<file path="src/rtl/dmem_arb_pkg.sv">
// dmem_arb_pkg: shared state and command types for the data-memory arbiter
package dmem_arb_pkg;
  localparam int DMEM_W = 32;
  typedef enum logic [1:0] {IDLE, ISSUE, RESP} arb_state_t;
  typedef struct packed {
    logic owner;
    logic we;
    logic err;
    logic [DMEM_W-1:0] addr;
    logic [DMEM_W-1:0] wdata;
  } arb_cmd_t;
endpackage

</file>
<file path="src/rtl/rr_arbiter_2.sv">
// rr_arbiter_2: two-way round-robin grant, one-hot or zero
module rr_arbiter_2 (
  input  logic [1:0] req,
  input  logic       prio,
  input  logic       en,
  output logic [1:0] gnt
);
  assign gnt[0] = en && req[0] && (!req[1] || !prio);
  assign gnt[1] = en && req[1] && (!req[0] || prio);
endmodule

</file>
<file path="src/rtl/dmem_arbiter.sv">
// dmem_arbiter: round-robin sequencer sharing one data_memory between two requesters
module dmem_arbiter #(
  parameter int W = 32,
  parameter int N = 5
) (
  input  logic         clk,
  input  logic         rst,
  input  logic [1:0]   req_valid,
  input  logic [1:0]   req_we,
  input  logic [W-1:0] req_addr0,
  input  logic [W-1:0] req_addr1,
  input  logic [W-1:0] req_wdata0,
  input  logic [W-1:0] req_wdata1,
  output logic [1:0]   req_ready,
  output logic [1:0]   rsp_valid,
  output logic         rsp_err,
  output logic [W-1:0] rsp_rdata,
  output logic         MemRead,
  output logic         MemWrite,
  output logic [W-1:0] mem_address,
  output logic [W-1:0] mem_write_data,
  input  logic [W-1:0] mem_read_data
);
  import dmem_arb_pkg::*;
  arb_state_t state, state_n;
  arb_cmd_t cmd;
  logic prio;
  logic owner;
  logic [1:0] gnt;
  logic [W-1:0] addr_in;
  rr_arbiter_2 u_rr (.req(req_valid), .prio(prio), .en(state == IDLE && !rst), .gnt(gnt));
  assign req_ready = gnt;
  assign owner = gnt[1];
  assign addr_in = owner ? req_addr1 : req_addr0;
  always_comb begin
    state_n = IDLE;
    if (state == IDLE) state_n = |gnt ? ISSUE : IDLE;
    if (state == ISSUE) state_n = RESP;
    MemRead = state == ISSUE && !cmd.err && !cmd.we;
    MemWrite = state == ISSUE && !cmd.err && cmd.we;
    mem_address = (MemRead || MemWrite) ? cmd.addr : '0;
    mem_write_data = MemWrite ? cmd.wdata : '0;
    rsp_valid = state == RESP ? (cmd.owner ? 2'b10 : 2'b01) : 2'b00;
    rsp_err = state == RESP && cmd.err;
    rsp_rdata = (state == RESP && !cmd.we && !cmd.err) ? mem_read_data : '0;
  end
  // Range check uses every upper address bit so large addresses never alias into memory.
  always_ff @(posedge clk or posedge rst) begin
    if (rst) begin
      state <= IDLE;
      prio <= 1'b0;
      cmd <= '0;
    end else begin
      state <= state_n;
      if (|gnt) begin
        cmd <= '{owner: owner, we: req_we[owner], err: (addr_in >> N) != '0,
                 addr: addr_in, wdata: owner ? req_wdata1 : req_wdata0};
        prio <= ~owner;
      end
    end
  end
endmodule

</file>
<file path="config.mk">
export PLATFORM = sky130hd
export DESIGN_NAME = dmem_arbiter
export DESIGN_NICKNAME = d
export VERILOG_FILES = /design/src/rtl/dmem_arb_pkg.sv /design/src/rtl/rr_arbiter_2.sv /design/src/rtl/dmem_arbiter.sv
export SDC_FILE = /design/constraint.sdc
export NUM_CORES = 1
export LEC_CHECK = 0
export CAP_MARGIN = 20
export CORE_ASPECT_RATIO = 0.9
export CORE_UTILIZATION = 35
export CTS_CLUSTER_DIAMETER = 80
export DETAILED_ROUTE_END_ITERATION = 6
export PLACE_DENSITY = 0.87
export SETUP_SLACK_MARGIN = 0.05
export SYNTH_ARGS = -nofsm -noshare
export SYNTH_HDL_FRONTEND = slang
export SYNTH_SLANG_ARGS = --single-unit
</file>
<file path="constraint.sdc">
create_clock -name clk -period 2.9 [get_ports clk]
set_input_delay 0.435 -clock clk [delete_from_list [all_inputs] [get_ports clk]]
set_output_delay 0.435 -clock clk [all_outputs]
set_load 0.01 [all_outputs]
</file>
==> metrics, run 1 <==
relative max-transition margin=63.1%; maximum VDD drop=0.369 mV; initial antenna violation count=0; endpoints failing setup=0; port bufs=268; CTS clock-pin slew for the worst setup and hold paths=0.06 ns; Initial Utilization=36.8%; share of layout cells above drive strength 1=5.05%; DRC viols=18; NumNets Final=893; Peak Freq=392 MHz; total CTS buffers=9; Vias=4476; CP max FO=33; clock sink count=70; total grt overflow=0; Distinct cells, synth=25; chip width=112 um; core area=10400 um^2; Starting DRT DRC Count=241; Setup CP Type=reg2out; leakage power=3.08 nW; Crit path required time=2.47 ns; outcome=finished, violations left; drt pass-1 iters=7; vias in the first global route=4419; Mean Syn Cell Area=8.12 um^2; largest net degree at the start of global routing=65; fin cells=861; most frequent cells in the layout=268 x clkdlybuf4s50_1, 131 x nand2_1, 70 x dfrtp_1, 64 x and2_1; Crit. Startpoint=state[1]; Critical Path End Type=output port; Hold Path Class=in2async; Power Dens Cells=571 nW/um^2; Post-DRT Antenna Nets=0; PnR Total Power=3.95 mW; Worst EP arrival=2.11 ns; RePlAce Congestion=0.851; global routing usage on met1=27.9%; r2r startpoint=prio; Post-synth EDFFs=0; final hold violation count=0; Gate Count Post-Synth=472; Fin Setup TNS=0 ns; cts hold-fix bufs=0; num ports=269; post-synthesis sequential area ratio=45.7%; met3 Usage GRT=4.37%; Worst-Skew Late Latency=0.32 ns; period utilization=87.9%; grt met2 use=46.3%; Max Cap Viol=0; pre-CTS WS=0.401 ns; full die area=11400 um^2; Post-Syn Area=3830 um^2; final wirelength=14500 um; Die Y-Extent=101 um; min Tclk post-route=2.55 ns; worst-margin pin slew=0.554 ns; R2R cell count=6; clk root buf=clkbuf_16; asr flop ratio synth=100%; CTS tree=built; # diodes=0; crit path capture=mem_write_data[24]; DP HPWL=11000 um; clk_skew=0.00546 ns; vias per cell=5.20; cts repair resizes=0; Synth Register Bits=70; DR WL/cell=16.8 um; # Post-CTS Setup Buffers=0; yosys warns=0; most common cell after layout, fill and taps aside=clkdlybuf4s50_1; layer with the highest usage=met2; Worst path slowest cell=clkdlybuf4s50_1; H-tree levels=3; All-Layer GR Usage=24.5%; Final Max Tran Viols=0; Rows=35; CTS max path bufs=2; Worst path max stage delay=0.56 ns; CP cell instances=nand2b_1 > inv_2 > and3_1 > buf_4 > and2_1 > clkdlybuf4s50_1; worst r2r dst=cmd[64]; Final WS setup=0.350 ns; worst reg-to-reg setup slack=1.01 ns; failing checks=design-rule violations; prevailing post-synth register cell=dfrtp_1; Mapped Nets=638; RSZ-0062 raised after global routing=false; Area growth syn-to-layout=80.8%; startpoint type of the worst setup path=register; dpl cells=845; first-pass GRT wire length=21700 um
[critical path, delay by kind of cell, from the launching register on]
kind / cells / cell delay [ns]
buffers and inverters: 3 / 0.89
and+or+nand+nor: 3 / 0.50
DFF: 1 / 0.40
[sequential cells by signal, summed over array words and instances, names as in the netlist]
signal,flops
cmd,67
prio,1
state,2
[area by class of cell]
cell class / count / area [um^2]
fill: 849 / 3500
timing repair buffer: 280 / 2790
multi-input combinational: 359 / 1890
sequential: 70 / 1750
clock buffer: 10 / 229
tap: 129 / 161
clock inverter: 6 / 86.3
inverter: 7 / 26.3
[cells by family after synthesis]
logic type | synth area share [%]
flops | 45.7
buf+inv | 5.26
simple gates | 36.7
compound gates | 12.3
[synth_stat cells, drive strengths merged (3+ instances only)]
master  instances  area (um^2)
a22oi          36          270
a31oi          28          175
and2           64          400
and3           33          206
buf            17          104
clkbuf         19         71.3
dfrtp          70         1750
inv             7         26.3
nand2         131          492
nand2b          3         18.8
nand3           4         30.0
nor2           37          139
nor3            5         30.0
nor4           11         68.8
[worst min-delay path by stage]
stage / cells after the start / slack [ns] / end
4_1_cts: 2 / 0.39 / cmd[57]
2_1_floorplan: 2 / 0.44 / cmd[0]
5_1_grt: 2 / 0.41 / cmd[59]
3_3_place_gp: 2 / 0.45 / cmd[4]
3_5_place_dp: 2 / 0.45 / cmd[19]
6_report: 2 / 0.39 / cmd[65]
[power by group]
part	switching [mW]	internal (mW)	total, mW
Clock	0.400	0.751	1.15
Sequential	0.234	1.45	1.68
Combinational	0.587	0.533	1.12
Total	1.22	2.73	3.95
[per-stage QoR]
stage               hold slack [ns]  util [%]  area [um^2]
finish                        0.393      66.4         6930
global route                  0.411      66.4         6930
CTS                           0.389      66.4         6930
detailed placement            0.454      63.4         6610
global placement              0.450      63.4         6610
floorplan                     0.438         -         3830
[layer usage]
metal	share of wire, %	up-vias
met4	2.3	0
met1	39	2148
met2	52	201
met3	6.5	24
li1	-	2103
met5	0	-
Power figures use the tool's default switching activity.
==> run 2, diff against run 1 <==
- ABC_AREA: default -> 0
==> results of run 2 <==
Final layout, timing and power as in run 1 (identical DEF).
==> run 3, diff against run 2 <==
- CORE_ASPECT_RATIO: 0.9 -> default
- CORE_MARGIN: default -> 5
==> run 3 against run 2 <==
Compared with the run above: power fell by 8.9%; sequential share of layout area grew 0.36 points; critical path depth is the same; critical endpoint is now mem_write_data[29]; worst hold slack gained 0.080 ns; combinational power barely moved; the flow now finishes without violations; global-route usage is 2.7 points lower; largest power group unchanged.
==> metrics, run 3 (synthesis results as in run 1) <==
sequential power share=46.6% (+4.1 points); sw power=1.21 mW (-0.66%); R2R cell count=8 (+2); Die Y-Extent=115 um (+13%); Critical Path End Type=output port; clock sink count=70 (unchanged); Rows=38 (+8.6%); fin cells=872 (+1.3%); DRC viols=0 (-18); Vias=4470 (-0.13%); final wirelength=15100 um (+4.2%); Hold Path Class=reg2reg; port bufs=268 (unchanged); CTS tree=built; Initial Utilization=35.5% (-1.3 points); # diodes=0 (unchanged); clock share of power=22.4% (-6.7 points); dpl cells=856 (+1.3%); Setup CP Type=reg2out; period utilization=88.4% (+0.45 points); Hold Path Stages=2; full die area=13100 um^2 (+16%); largest net degree at the start of global routing=61 (-6.2%); Fin Setup TNS=0 ns (unchanged); maximum VDD drop=0.294 mV (-20%); Sw Ratio=33.7% (+2.8 points); min Tclk post-route=2.56 ns (+0.0130 ns); worst-margin pin slew=0.873 ns (+0.320 ns); outcome=complete, no violations; # Post-CTS Setup Buffers=0 (unchanged); H-tree levels=3 (unchanged); Biggest register=cmd; Worst EP arrival=2.13 ns (+0.02 ns); met1 wire length=5330 um (-5.6%); Worst-Skew Late Latency=0.34 ns (+0.02 ns); Regs by FF count=cmd x67, state x2, prio x1; clk root buf=clkbuf_8; total grt overflow=0 (unchanged); relative max-transition margin=41.7% (-21 points); RSZ-0062 raised after global routing=false; drt pass-1 iters=5 (-2); Power Internal=2.39 mW (-13%); NumNets Final=893 (unchanged); hold path endpoint=cmd[20]; DR WL/cell=17.3 um (+2.9%); CTS max path bufs=2 (unchanged); vias per cell=5.13 (-1.4%); top layer in use=met4; DP HPWL=11900 um (+8.5%); startpoint type of the worst setup path=register; most common cell after layout, fill and taps aside=clkdlybuf4s50_1; clk_skew=0.0198 ns (+0.0143 ns); worst r2r dst=cmd[56]; Power Dens Cells=527 nW/um^2 (-7.6%); hold path start=cmd[20]; initial antenna violation count=0 (unchanged); Area growth syn-to-layout=78.2%; first-pass GRT wire length=22700 um (+4.4%); endpoints failing setup=0 (unchanged); Met3 Wirelength=1310 um (+39%); Max Cap Viol=0 (unchanged); total CTS buffers=9 (unchanged); Peak Freq=390 MHz (-0.51%); r2r startpoint=prio; final hold violation count=0 (unchanged); vias in the first global route=4515 (+2.2%); Filler cells=891 (+4.9%); CTS clock-pin slew for the worst setup and hold paths=0.08 ns (+0.02 ns); Post-DRT Antenna Nets=0 (unchanged); num ports=269 (unchanged); share of layout cells above drive strength 1=5.19% (+0.14 points); Crit path required time=2.47 ns (about the same); RePlAce Congestion=0.860 (+1.0%); Crit. Startpoint=state[1]; Layout Utilization=63.3% (-3.2 points); CP max FO=33 (unchanged); All-Layer GR Usage=21.8% (-2.7 points); max reg flops=67 (unchanged); cts repair resizes=0 (unchanged); leakage power=3.02 nW (-1.8%); WL met2=7870 um (+4.0%); Starting DRT DRC Count=250 (+3.7%); worst reg-to-reg setup slack=0.85 ns (-0.16 ns); most frequent cells in the layout=268 x clkdlybuf4s50_1, 131 x nand2_1, 70 x dfrtp_1, 64 x and2_1; cts hold-fix bufs=0 (unchanged); Final Max Tran Viols=0 (unchanged); core area=10800 um^2 (+3.6%); combinational power share=31.0% (+2.7 points); chip width=115 um (+2.1%)
run 3: changes by cell type in the layout (fill, tap and decap cells not counted), sizes merged:
cell,delta
clkinv,-2
inv,+3
clkinvlp,+1
bufinv,-1
clkbuf,-1
run 3: worst max-delay path, cell delays in order (launching register included):
cell and delay, ns:
dfrtp_1 0.40, nand2b_1 0.17, inv_2 0.06, and3_1 0.14, buf_4 0.28, and2_1 0.18, clkdlybuf4s50_1 0.56
run 3: layer usage:
layer,vias up,track usage (%)
met2,228,39.3
li1,2109,-
met1,2101,23.4
met4,0,10.3
met5,-,0
met3,32,6.18
run 3: worst max-delay path by stage:
stage                                     to  slack (ns)  depth (start not counted)
after global placement               cmd[56]        0.38                          9
after global routing           rsp_rdata[29]        0.19                          5
after CTS                      rsp_rdata[30]        0.31                          5
after detailed placement             cmd[56]        0.35                          9
after floorplan                       cmd[0]        0.70                          1
final                     mem_write_data[29]        0.34                          6
run 3: per-stage QoR:
stage                     hold WS, ns  worst slack, ns  instance area, um^2  power, mW
after floorplan                 0.438            0.697                 3830       2.31
after global placement          0.450            0.384                 6620       2.73
after detailed placement        0.455            0.347                 6620       2.81
after CTS                       0.476            0.311                 6830       3.63
after global routing            0.508            0.188                 6830       3.88
final                           0.474            0.337                 6830       3.60
run 3: area by class of cell:
type | count | area, um^2 | area share, %
Timing Repair Buffer | 280 | 2790 | 40.8
Multi-Input combinational cell | 359 | 1890 | 27.6
Clock buffer | 9 | 124 | 1.81
Sequential cell | 70 | 1750 | 25.7
Inverter | 7 | 26.3 | 0.385
Clock inverter | 7 | 80.1 | 1.17
Tap cell | 140 | 175 | 2.57
run 3: power by group through the flow:
stage | logic [mW] | registers, mW | clock network, mW
floorplan | 0.699 | 1.61 | 0
global placement | 1.06 | 1.67 | 0
detailed placement | 1.12 | 1.69 | 0
CTS | 1.13 | 1.68 | 0.827
global route | 1.27 | 1.74 | 0.872
finish | 1.12 | 1.68 | 0.805
